==> src/rtl/spram8_pkg.sv <==
// Shared types and constants for the spram8 arbiter / access sequencer.
package spram8_pkg;

  localparam int ASZ = 17;  // byte address width (128K)
  localparam int DSZ = 8;   // RAM data width

  typedef enum logic [1:0] {
    IDLE = 2'd0,
    LO   = 2'd1,
    HI   = 2'd2,
    RDW  = 2'd3
  } state_e;

  // Request fields latched at grant time.
  typedef struct packed {
    logic           wr;
    logic           wd;
    logic [ASZ-1:0] a;
    logic [15:0]    vi;
  } req_t;

  // Next byte address; wraps from the top of the RAM back to zero.
  function automatic logic [ASZ-1:0] addr_inc(input logic [ASZ-1:0] a);
    return a + {{(ASZ-1){1'b0}}, 1'b1};
  endfunction

endpackage

==> src/rtl/spram8_rr2.sv <==
// Combinational 2-way round-robin picker. pri_i names the requester that
// wins a tie; a lone request always wins. pri_o hands priority to the loser.
module spram8_rr2
  import spram8_pkg::*;
(
  input  logic [1:0] req_i,
  input  logic       pri_i,
  output logic [1:0] gnt_o,
  output logic       pri_o
);

  // Pick a winner and compute the priority for the next arbitration.
  always_comb begin
    gnt_o = 2'b00;
    pri_o = pri_i;
    case (req_i)
      2'b01:   gnt_o = 2'b01;
      2'b10:   gnt_o = 2'b10;
      2'b11:   gnt_o = pri_i ? 2'b10 : 2'b01;
      default: gnt_o = 2'b00;
    endcase
    if (gnt_o[0])      pri_o = 1'b1;
    else if (gnt_o[1]) pri_o = 1'b0;
  end

endmodule

==> src/rtl/spram8_arb.sv <==
// Two-requester arbiter and byte-port sequencer for a 128K x 8 single-port
// RAM. Word transfers are split into two little-endian byte cycles.
// Memory-side outputs are decoded from state, so an async reset drops them
// immediately and aborts any transfer in flight.
module spram8_arb
  import spram8_pkg::*;
(
  input  logic           clk,
  input  logic           rst_n,
  input  logic [1:0]     req,
  input  logic [1:0]     wr,
  input  logic [1:0]     wd,
  input  logic [ASZ-1:0] a0,
  input  logic [ASZ-1:0] a1,
  input  logic [15:0]    vi0,
  input  logic [15:0]    vi1,
  output logic [1:0]     ack,
  output logic [1:0]     dv,
  output logic [15:0]    vo,
  output logic           mem_we,
  output logic [ASZ-1:0] mem_ai,
  output logic [DSZ-1:0] mem_vi,
  input  logic [DSZ-1:0] mem_vo
);

  state_e         state_q, state_d;
  logic           pri_q, pri_d;
  logic           id_q, id_d;
  req_t           rq_q, rq_d;
  logic [DSZ-1:0] lo_q, lo_d;

  logic [1:0]     gnt;
  logic           pri_nxt;

  spram8_rr2 u_rr (
    .req_i (req),
    .pri_i (pri_q),
    .gnt_o (gnt),
    .pri_o (pri_nxt)
  );

  // State, priority pointer and latched request.
  always_ff @(posedge clk or negedge rst_n) begin
    if (!rst_n) begin
      state_q <= IDLE;
      pri_q   <= 1'b0;
      id_q    <= 1'b0;
      rq_q    <= '0;
      lo_q    <= '0;
    end else begin
      state_q <= state_d;
      pri_q   <= pri_d;
      id_q    <= id_d;
      rq_q    <= rq_d;
      lo_q    <= lo_d;
    end
  end

  // Next-state and output decode. ack is gated by rst_n so a held request
  // cannot show a grant while the block is in reset.
  always_comb begin
    state_d = state_q;
    pri_d   = pri_q;
    id_d    = id_q;
    rq_d    = rq_q;
    lo_d    = lo_q;
    ack     = 2'b00;
    dv      = 2'b00;
    vo      = 16'h0000;
    mem_we  = 1'b0;
    mem_ai  = '0;
    mem_vi  = '0;
    case (state_q)
      IDLE: begin
        if (|req) begin
          ack   = rst_n ? gnt : 2'b00;
          pri_d = pri_nxt;
          id_d  = gnt[1];
          if (gnt[1]) begin
            rq_d.wr = wr[1];
            rq_d.wd = wd[1];
            rq_d.a  = a1;
            rq_d.vi = vi1;
          end else begin
            rq_d.wr = wr[0];
            rq_d.wd = wd[0];
            rq_d.a  = a0;
            rq_d.vi = vi0;
          end
          state_d = LO;
        end
      end
      LO: begin
        mem_ai = rq_q.a;
        mem_we = rq_q.wr;
        mem_vi = rq_q.vi[7:0];
        if (rq_q.wd)      state_d = HI;
        else if (rq_q.wr) state_d = IDLE;
        else              state_d = RDW;
      end
      HI: begin
        mem_ai = addr_inc(rq_q.a);
        mem_we = rq_q.wr;
        mem_vi = rq_q.vi[15:8];
        // RAM is returning the low byte addressed in LO.
        if (!rq_q.wr) lo_d = mem_vo;
        state_d = rq_q.wr ? IDLE : RDW;
      end
      RDW: begin
        dv      = id_q ? 2'b10 : 2'b01;
        vo      = rq_q.wd ? {mem_vo, lo_q} : {8'h00, mem_vo};
        state_d = IDLE;
      end
      default: state_d = IDLE;
    endcase
  end

endmodule

==> config.mk <==
export PLATFORM = sky130hd
export DESIGN_NAME = spram8_arb
export DESIGN_NICKNAME = d
export VERILOG_FILES = /design/src/rtl/spram8_pkg.sv /design/src/rtl/spram8_rr2.sv /design/src/rtl/spram8_arb.sv
export SDC_FILE = /design/constraint.sdc
export NUM_CORES = 1
export LEC_CHECK = 0
export ABC_AREA = 0
export CORE_UTILIZATION = 45
export DETAILED_ROUTE_END_ITERATION = 8
export DONT_BUFFER_PORTS = 1
export SKIP_CTS_REPAIR_TIMING = 1
export SLEW_MARGIN = 40
export SYNTH_ARGS = -nofsm -noshare
export SYNTH_HDL_FRONTEND = slang
export SYNTH_SLANG_ARGS = --single-unit
==> constraint.sdc <==
create_clock -name clk -period 2.05 [get_ports clk]
set_input_delay 0.3075 -clock clk [delete_from_list [all_inputs] [get_ports clk]]
set_output_delay 0.3075 -clock clk [all_outputs]
set_load 0.02 [all_outputs]
# Word level (Yosys, flattened, before mapping)
# Cells that the tools add are included.
# totals
output_inout_bits,46
reg_bits,47
input_bits,82
# classes
eq_ne,7
add_sub_neg,1
mux,19
n_reduce_logical,7
n_bitwise,1
# ops
cell,count
35-bit 2-to-1 mux,1
17-bit case mux with 2 select lines,1
16-bit 2-to-1 mux,2
2-bit 2-to-1 mux,9
"17-bit by 1-bit adder with 17-bit output, second input constant",1
8-bit case mux with 2 select lines,1
"2-bit == test, second input constant",4
2-bit case mux with 4 select lines,1
2-bit case mux with 3 select lines,1
"2-bit by 1-bit == test with 1-bit output, second input constant",2
2-bit AND reduction,2
2-bit OR reduction,2
1-bit 2-to-1 mux,3
3-bit AND reduction,1
2-bit logical NOT,1
"2-bit inequality test, second input constant",1
2-bit nonzero test,1
1-bit NOT,1

# Depth between registers and ports, before layout
# Gate-level depths: netlist of run 1.
# logic_depth
ltp_word,5
mapped_depth,7
depth_no_buf,6

# Modules after synthesis
# From an unflattened synthesis of run 1, not the netlist that was laid out.
# unflattened
cells_unflattened,342
area_unflattened_um2,3071.7
# by_module_without_submodules
mod,cells_each,instances,area_each_um2
spram8_arb,337,1,3044.2
spram8_rr2,5,1,27.5

# Worst setup path before layout of run 1
# Ideal clock, no wire load.
# synth_path
kind,register to output
startpoint,reg state_q[0]
endpoint,out ack[1]
arrival_time_ps,1813
path_buffers,2
stages_incl_launch_ff,7
slack_ps,-71
path_cell_list,dfrtp_1 > inv_1 > ha_1 > clkbuf_1 > o21ai_1 > clkbuf_1 > nor3b_1
# synth_between
elab_chain_len,2
# synth_rtl
element,line_no,source
"start, declared",spram8_arb.sv:26,"state_e state_q, state_d;"
"start signal, assigned",spram8_arb.sv:51,state_q <= state_d;
2-bit logical NOT,spram8_arb.sv:73,case (state_q)
2-bit 2-to-1 mux,spram8_arb.sv:73,
"end, declared",spram8_arb.sv:17,"output logic [1:0] ack,"
# Every way passes these cells.

# Final worst setup path of run 1
# layout_path
startpoint,reg state_q[1]
endpoint,out mem_ai[8]
# layout_between
elab_chain_len,2
word_cells_on_any_way,3
# layout_rtl
element,line_no,source
2-bit == test / 2-bit by 1-bit == test with 1-bit output (equally long branches),spram8_arb.sv:73,
17-bit case mux with 2 select lines (*),spram8_arb.sv:73,
"end, declared",spram8_arb.sv:21,"output logic [ASZ-1:0] mem_ai,"
# Every way passes the cells marked *; elsewhere a longest branch is shown, timed or not.

==> impl_metrics.toml, run 1 <==
[run_status]
status = "finished with violations"
violations = "negative setup slack"

[grt]
grt_overflow_total = 0
antenna_found_initial = 0
grt_usage_pct = 22.1
grt_max_degree = 72
grt_pass1_wl_um = 11200
grt_pass1_vias = 2304

[cts]
clkTransAtPathRegs_ns = 0.09
cts.path.max_buffers = 2
clock-sinks = 47
clock_tree.root_cell = "clkbuf_8"
clk_latency_ns = 0.30
ctsHtreeMaxLevel = 2
cts_buffers = 5
cts_tree = "yes"

[timing]
finClkSkew_ns = 0.00342
finalCritPeriodShare_pct = 106
fmaxAchievable_ghz = 0.460
rsz0062_at_grt = "yes"
finalSetupViolations = 20
tightest_slew_ns = 0.573
max_slew_margin_pct = 61.8
maxSlewViolCount = 0
setup_ws_ns = -0.124
hold_violations = 0
whs_ns = 0.100
period_needed_ns = 2.17

[worst_setup_path]
crit_path_end_kind = "primary output"
start_kind = "flop"
cp_data_arrival_time_ns = 1.87
crit_required_ns = 1.74
worstSetupPathType = "flop to primary output"
cp_max_fo = 4

[synth]
synth_top_family_by_area = "compound AO/OA/AOI/OAI gates"
synth-async-reset-ratio_pct = 100
synthSimpleGateAreaFrac_pct = 19.2
synthMuxAreaShare_pct = 5.84
synthCells = 339
synthTopCellsByCount = "nand2_1 (50), dfrtp_1 (47), o21ai_0 (39)"
yosys.cell_count.top_type = "nand2_1"
synth-edff-count = 0
yosys_warnings = 0
synth_compound_area_share_pct = 26.3
seq_area_frac_synth_pct = 40.4
synth_area_per_cell_um2 = 8.59
ys_types = 47
synth_largest_area_cell = "dfrtp_1"
ys_ff_latch = 47
synth_fp_nets = 426
synth_area_um2 = 2910
synth_xor_area_share_pct = 0.601
synth_adder_area_share_pct = 2.15
synth_top_flop_cell = "dfrtp_1"
netlist.area_leader.share_pct = 40.4
yosys-top-cells-area = "dfrtp_1 (40%), o22ai_1 (7.5%), o21ai_0 (6.7%)"

[die]
start_util_pct = 47.8
die_x_um = 82.5
ios = 128
die_h_um = 82.5
dieArea_um2 = 6800
placement_rows = 28
design.core.area_um2 = 6100

[finish]
fin_nets = 459
drive_gt1_share_pct = 35.4
diodes = 0
stdcell_count = 448
area_growth_pct = 32.0

[route]
first_pass_iters = 4
first_iter_violations = 115
routedWlPerCell_um = 17.7
totalWireLength_um = 7920
viasPerCell = 6.00
antenna_left = 0
drt_drc_violations_left = 0
vias = 2690

[pwr]
seq_power_share_pct = 29.6
netSwitchingFraction_pct = 46.0
pwr-share-comb_pct = 61.3
p_per_area_nw_per_um2 = 1620
total_power_mw = 6.22
vdd_drop_max_uv = 928
power.net_switching_mw = 2.86
internal_power_mw = 3.36
pwr-share-clk_pct = 9.1
power.leakage_nw = 1.59

[flow_run]
maxCapViolations = 0

[placement]
hpwl_um = 5180
portBuffers = 0
post-place-ws_ns = 0.0571
routabilityCongestion = 0.784
post-place-cells = 426

[min_path]
hp-class = "primary input to flop"
flip-flops by register name (all words and copies together) (netlist names):
signal   flops
id_q         1
rq_q        35
state_q      2
pri_q        1
lo_q         8
through the flow:
step	cell area (um^2)	utilization (%)	TNS, ns
after CTS	3320	54.5	-3.27
after detailed placement	3240	53.1	0
after global placement	3240	53.1	0
after global routing	3840	63.1	-2.35
final	3840	63.1	-0.983
after floorplan	2920	-	0
worst paths after layout:
| check | slack, ns | startpoint | end | depth (start not counted) |
|---|---|---|---|---|
| max in group asynchronous | 1.28 | rst_n | rq_q[22]$_DFFE_PN0P_ | 2 |
| min reg2reg | 0.49 | rq_q[13]$_DFFE_PN0P_ | rq_q[13]$_DFFE_PN0P_ | 2 |
| max reg2reg | 0.43 | state_q[1]$_DFFE_PN0P_ | lo_q[7]$_DFFE_PN0P_ | 4 |
| min | 0.10 | req[0] | state_q[1]$_DFFE_PN0P_ | 1 |
| max | -0.12 | state_q[1]$_DFFE_PN0P_ | mem_ai[8] | 6 |
| min in group asynchronous | 0.54 | rst_n | rq_q[26]$_DFFE_PN0P_ | 2 |
cell type report:
cell class / count / area (um^2)
fill: 540 / 2250
inverter: 7 / 32.5
clock inverter: 2 / 12.5
multi-input combinational: 258 / 1900
clock buffer: 6 / 72.6
tap: 75 / 93.8
timing repair buffer: 53 / 552
sequential: 47 / 1180
metal layers:
metal / GRT usage, % / share of wire (%)
met1: 28.5 / 44
met2: 36.4 / 49
met3: 5.71 / 5.9
met5: 0 / 0
met4: 6.32 / 1.1
kinds of logic after synthesis:
logic type	count (synthesis)
flip-flops	47
AND/OR/NAND/NOR	111
multiplexers	16
AO/OA/AOI/OAI	124
XOR/XNOR	2
adder cells (fa/ha/maj)	5
buffers and inverters	34
worst max-delay path: stages (launching register included):
cell	delay [ns]
dfrtp_2	0.43
inv_2	0.07
ha_4	0.30
clkinvlp_4	0.15
buf_6	0.15
a311oi_2	0.26
buf_4	0.19
placed cells by master, fill, tap and decap left out, types with 3 or more instances in the layout:
cell type,instances
a21o_1,3
a21oi_1,5
a22oi_1,6
a22oi_2,5
a31oi_1,7
and3_1,9
buf_12,4
buf_4,29
buf_6,17
clkbuf_8,5
dfrtp_1,42
dfrtp_2,5
ha_2,3
inv_1,3
mux2_2,8
mux2i_1,8
nand2_1,46
nand2_2,3
nand3_1,4
nand3_4,3
nor2_4,11
nor2b_1,8
o21a_1,3
o21ai_0,36
o21ai_1,4
o22ai_1,35
or3_1,3
power by group through the flow:
stage               registers [mW]  clock network [mW]  logic [mW]
floorplan                     1.68                   0        1.95
global placement              1.79                   0        2.75
detailed placement            1.80                   0        2.79
CTS                           1.78               0.588        2.80
global route                  1.90               0.621        4.13
finish                        1.84               0.568        3.81
No activity file was read; power rests on OpenSTA's default activity.
==> inputs of run 2 (changes only) <==
--- a/config.mk
+++ b/config.mk
@@ -6,9 +6,13 @@
 export NUM_CORES = 1
 export LEC_CHECK = 0
 export ABC_AREA = 0
-export CORE_UTILIZATION = 45
+export CELL_PAD_IN_SITES_DETAIL_PLACEMENT = 1
+export CELL_PAD_IN_SITES_GLOBAL_PLACEMENT = 1
+export CORE_MARGIN = 1
+export CORE_UTILIZATION = 30
 export DETAILED_ROUTE_END_ITERATION = 8
 export DONT_BUFFER_PORTS = 1
+export PLACE_DENSITY_LB_ADDON = 0.1
 export SKIP_CTS_REPAIR_TIMING = 1
 export SLEW_MARGIN = 40
 export SYNTH_ARGS = -nofsm -noshare
==> impl_metrics.toml, run 2 (synthesis results as in run 1) <==
[route]
first_iter_violations = 44
antenna_left = 0
first_pass_iters = 4
vias = 2700
drt_drc_violations_left = 0
routedWlPerCell_um = 18.2
viasPerCell = 5.37
totalWireLength_um = 9150

[timing]
max_slew_margin_pct = 67.8
period_needed_ns = 2.22
finalSetupViolations = 16
finClkSkew_ns = 0.00455
setup_ws_ns = -0.166
fmaxAchievable_ghz = 0.451
tns_ns = -1.27
rsz0062_at_grt = "yes"
maxSlewViolCount = 0
tightest_slew_ns = 0.481
finalCritPeriodShare_pct = 108
hold_violations = 0

[finish]
drive_gt1_share_pct = 32.6
final_common_cell = "nand2_1"
largest_register_ffs = 35
top_regs = "rq_q x35, lo_q x8, state_q x2"
fin_util_pct = 41.4
area_growth_pct = 32.6
diodes = 0
top_register = "rq_q"
final_cell_mix = "nand2_1 (47), dfrtp_1 (44), buf_4 (40)"
stdcell_count = 503
fin_nets = 460
finalInstanceArea_um2 = 3860

[cts]
cts_buffers = 5
clk_latency_ns = 0.30
ctsHtreeMaxLevel = 2
clock-sinks = 47
cts.path.max_buffers = 2
cts_tree = "yes"
clock_tree.root_cell = "clkbuf_8"
clkTransAtPathRegs_ns = 0.09

[worst_setup_path]
r2r_start = "state_q[1]$_DFFE_PN0P_"
reg2reg_setup_slack_ns = 0.33
cp_data_arrival_time_ns = 1.91
start_kind = "flop"
r2r_cells = 5
worstSetupPathType = "flop to primary output"
cp_max_fo = 4
crit_required_ns = 1.74
crit_path_end_kind = "primary output"
timing.rr.end = "lo_q[5]$_DFFE_PN0P_"
endpoint = "mem_ai[14]"
critPathLaunch = "state_q[1]$_DFFE_PN0P_"

[die]
ios = 128
placement_rows = 35
design.core.area_um2 = 9330
start_util_pct = 31.2
die_h_um = 101
die_x_um = 101
dieArea_um2 = 10100

[placement]
hpwl_um = 6330
post-place-cells = 487
portBuffers = 0
routabilityCongestion = 0.816
place_area_um2 = 3330

[grt]
grt_max_degree = 57
grt_pass1_vias = 2560
grt_pass1_wl_um = 13800
grt_overflow_total = 0
grt_usage_pct = 17.7
antenna_found_initial = 0

[pwr]
vdd_drop_max_uv = 540
pwr-share-clk_pct = 13.7
power.leakage_nw = 1.62
seq_power_share_pct = 29.3
internal_power_mw = 3.35
netSwitchingFraction_pct = 45.1
p_per_area_nw_per_um2 = 1580
pwr-share-comb_pct = 57.0
power.net_switching_mw = 2.75

[run_status]
status = "finished with violations"
violations = "negative setup slack"

[min_path]
hp-class = "primary input to flop"

[flow_run]
maxCapViolations = 0
## run 2: how the worst min path moves through the flow
stage,from,end,cells after the start
after floorplan,rst_n,id_q$_DFFE_PN0P_,0
after global routing,req[0],state_q[1]$_DFFE_PN0P_,1
after detailed placement,rst_n,lo_q[5]$_DFFE_PN0P_,0
after CTS,rst_n,rq_q[29]$_DFFE_PN0P_,0
after global placement,rst_n,lo_q[5]$_DFFE_PN0P_,0
final,req[1],pri_q$_DFFE_PN0P_,1
## run 2: stage by stage
stage,hold slack (ns),total power [mW],setup WS [ns]
after floorplan,0.0119,3.63,0.0428
after global placement,0.0133,4.67,0.0376
after detailed placement,0.0136,4.74,-0.0329
after CTS,-0.332,5.60,-0.378
after global routing,0.0908,6.58,-0.217
final,0.104,6.10,-0.166
## run 2: layer usage
layer,GRT usage (%),wire length (um),up-vias
li1,-,-,1310
met4,4.35,106,0
met1,24.7,4300,1304
met2,28.9,4360,79
met3,2.64,378,7
met5,0,0,-
## run 2: worst max-delay path: stages, from the launching register on
cell     delay (ns)
dfrtp_1        0.42
buf_4          0.15
ha_4           0.15
buf_6          0.13
nand3_4        0.08
or3_1          0.33
a31oi_2        0.17
buf_4          0.17
## run 2: power by group through the flow
stage / Combinational (mW) / Sequential [mW] / Clock [mW]
after floorplan: 1.95 / 1.68 / 0
after global placement: 2.94 / 1.73 / 0
after detailed placement: 2.99 / 1.75 / 0
after CTS: 3.01 / 1.73 / 0.864
after global routing: 3.84 / 1.85 / 0.885
final: 3.48 / 1.79 / 0.832
## run 2: area by class of cell
cell class,count,area [um^2]
Fill cell,1075,5460
Multi-Input combinational cell,258,1860
Sequential cell,47,1180
Timing Repair Buffer,54,503
Tap cell,129,161
Clock buffer,6,72.6
Clock inverter,2,60.1
Inverter,7,26.3
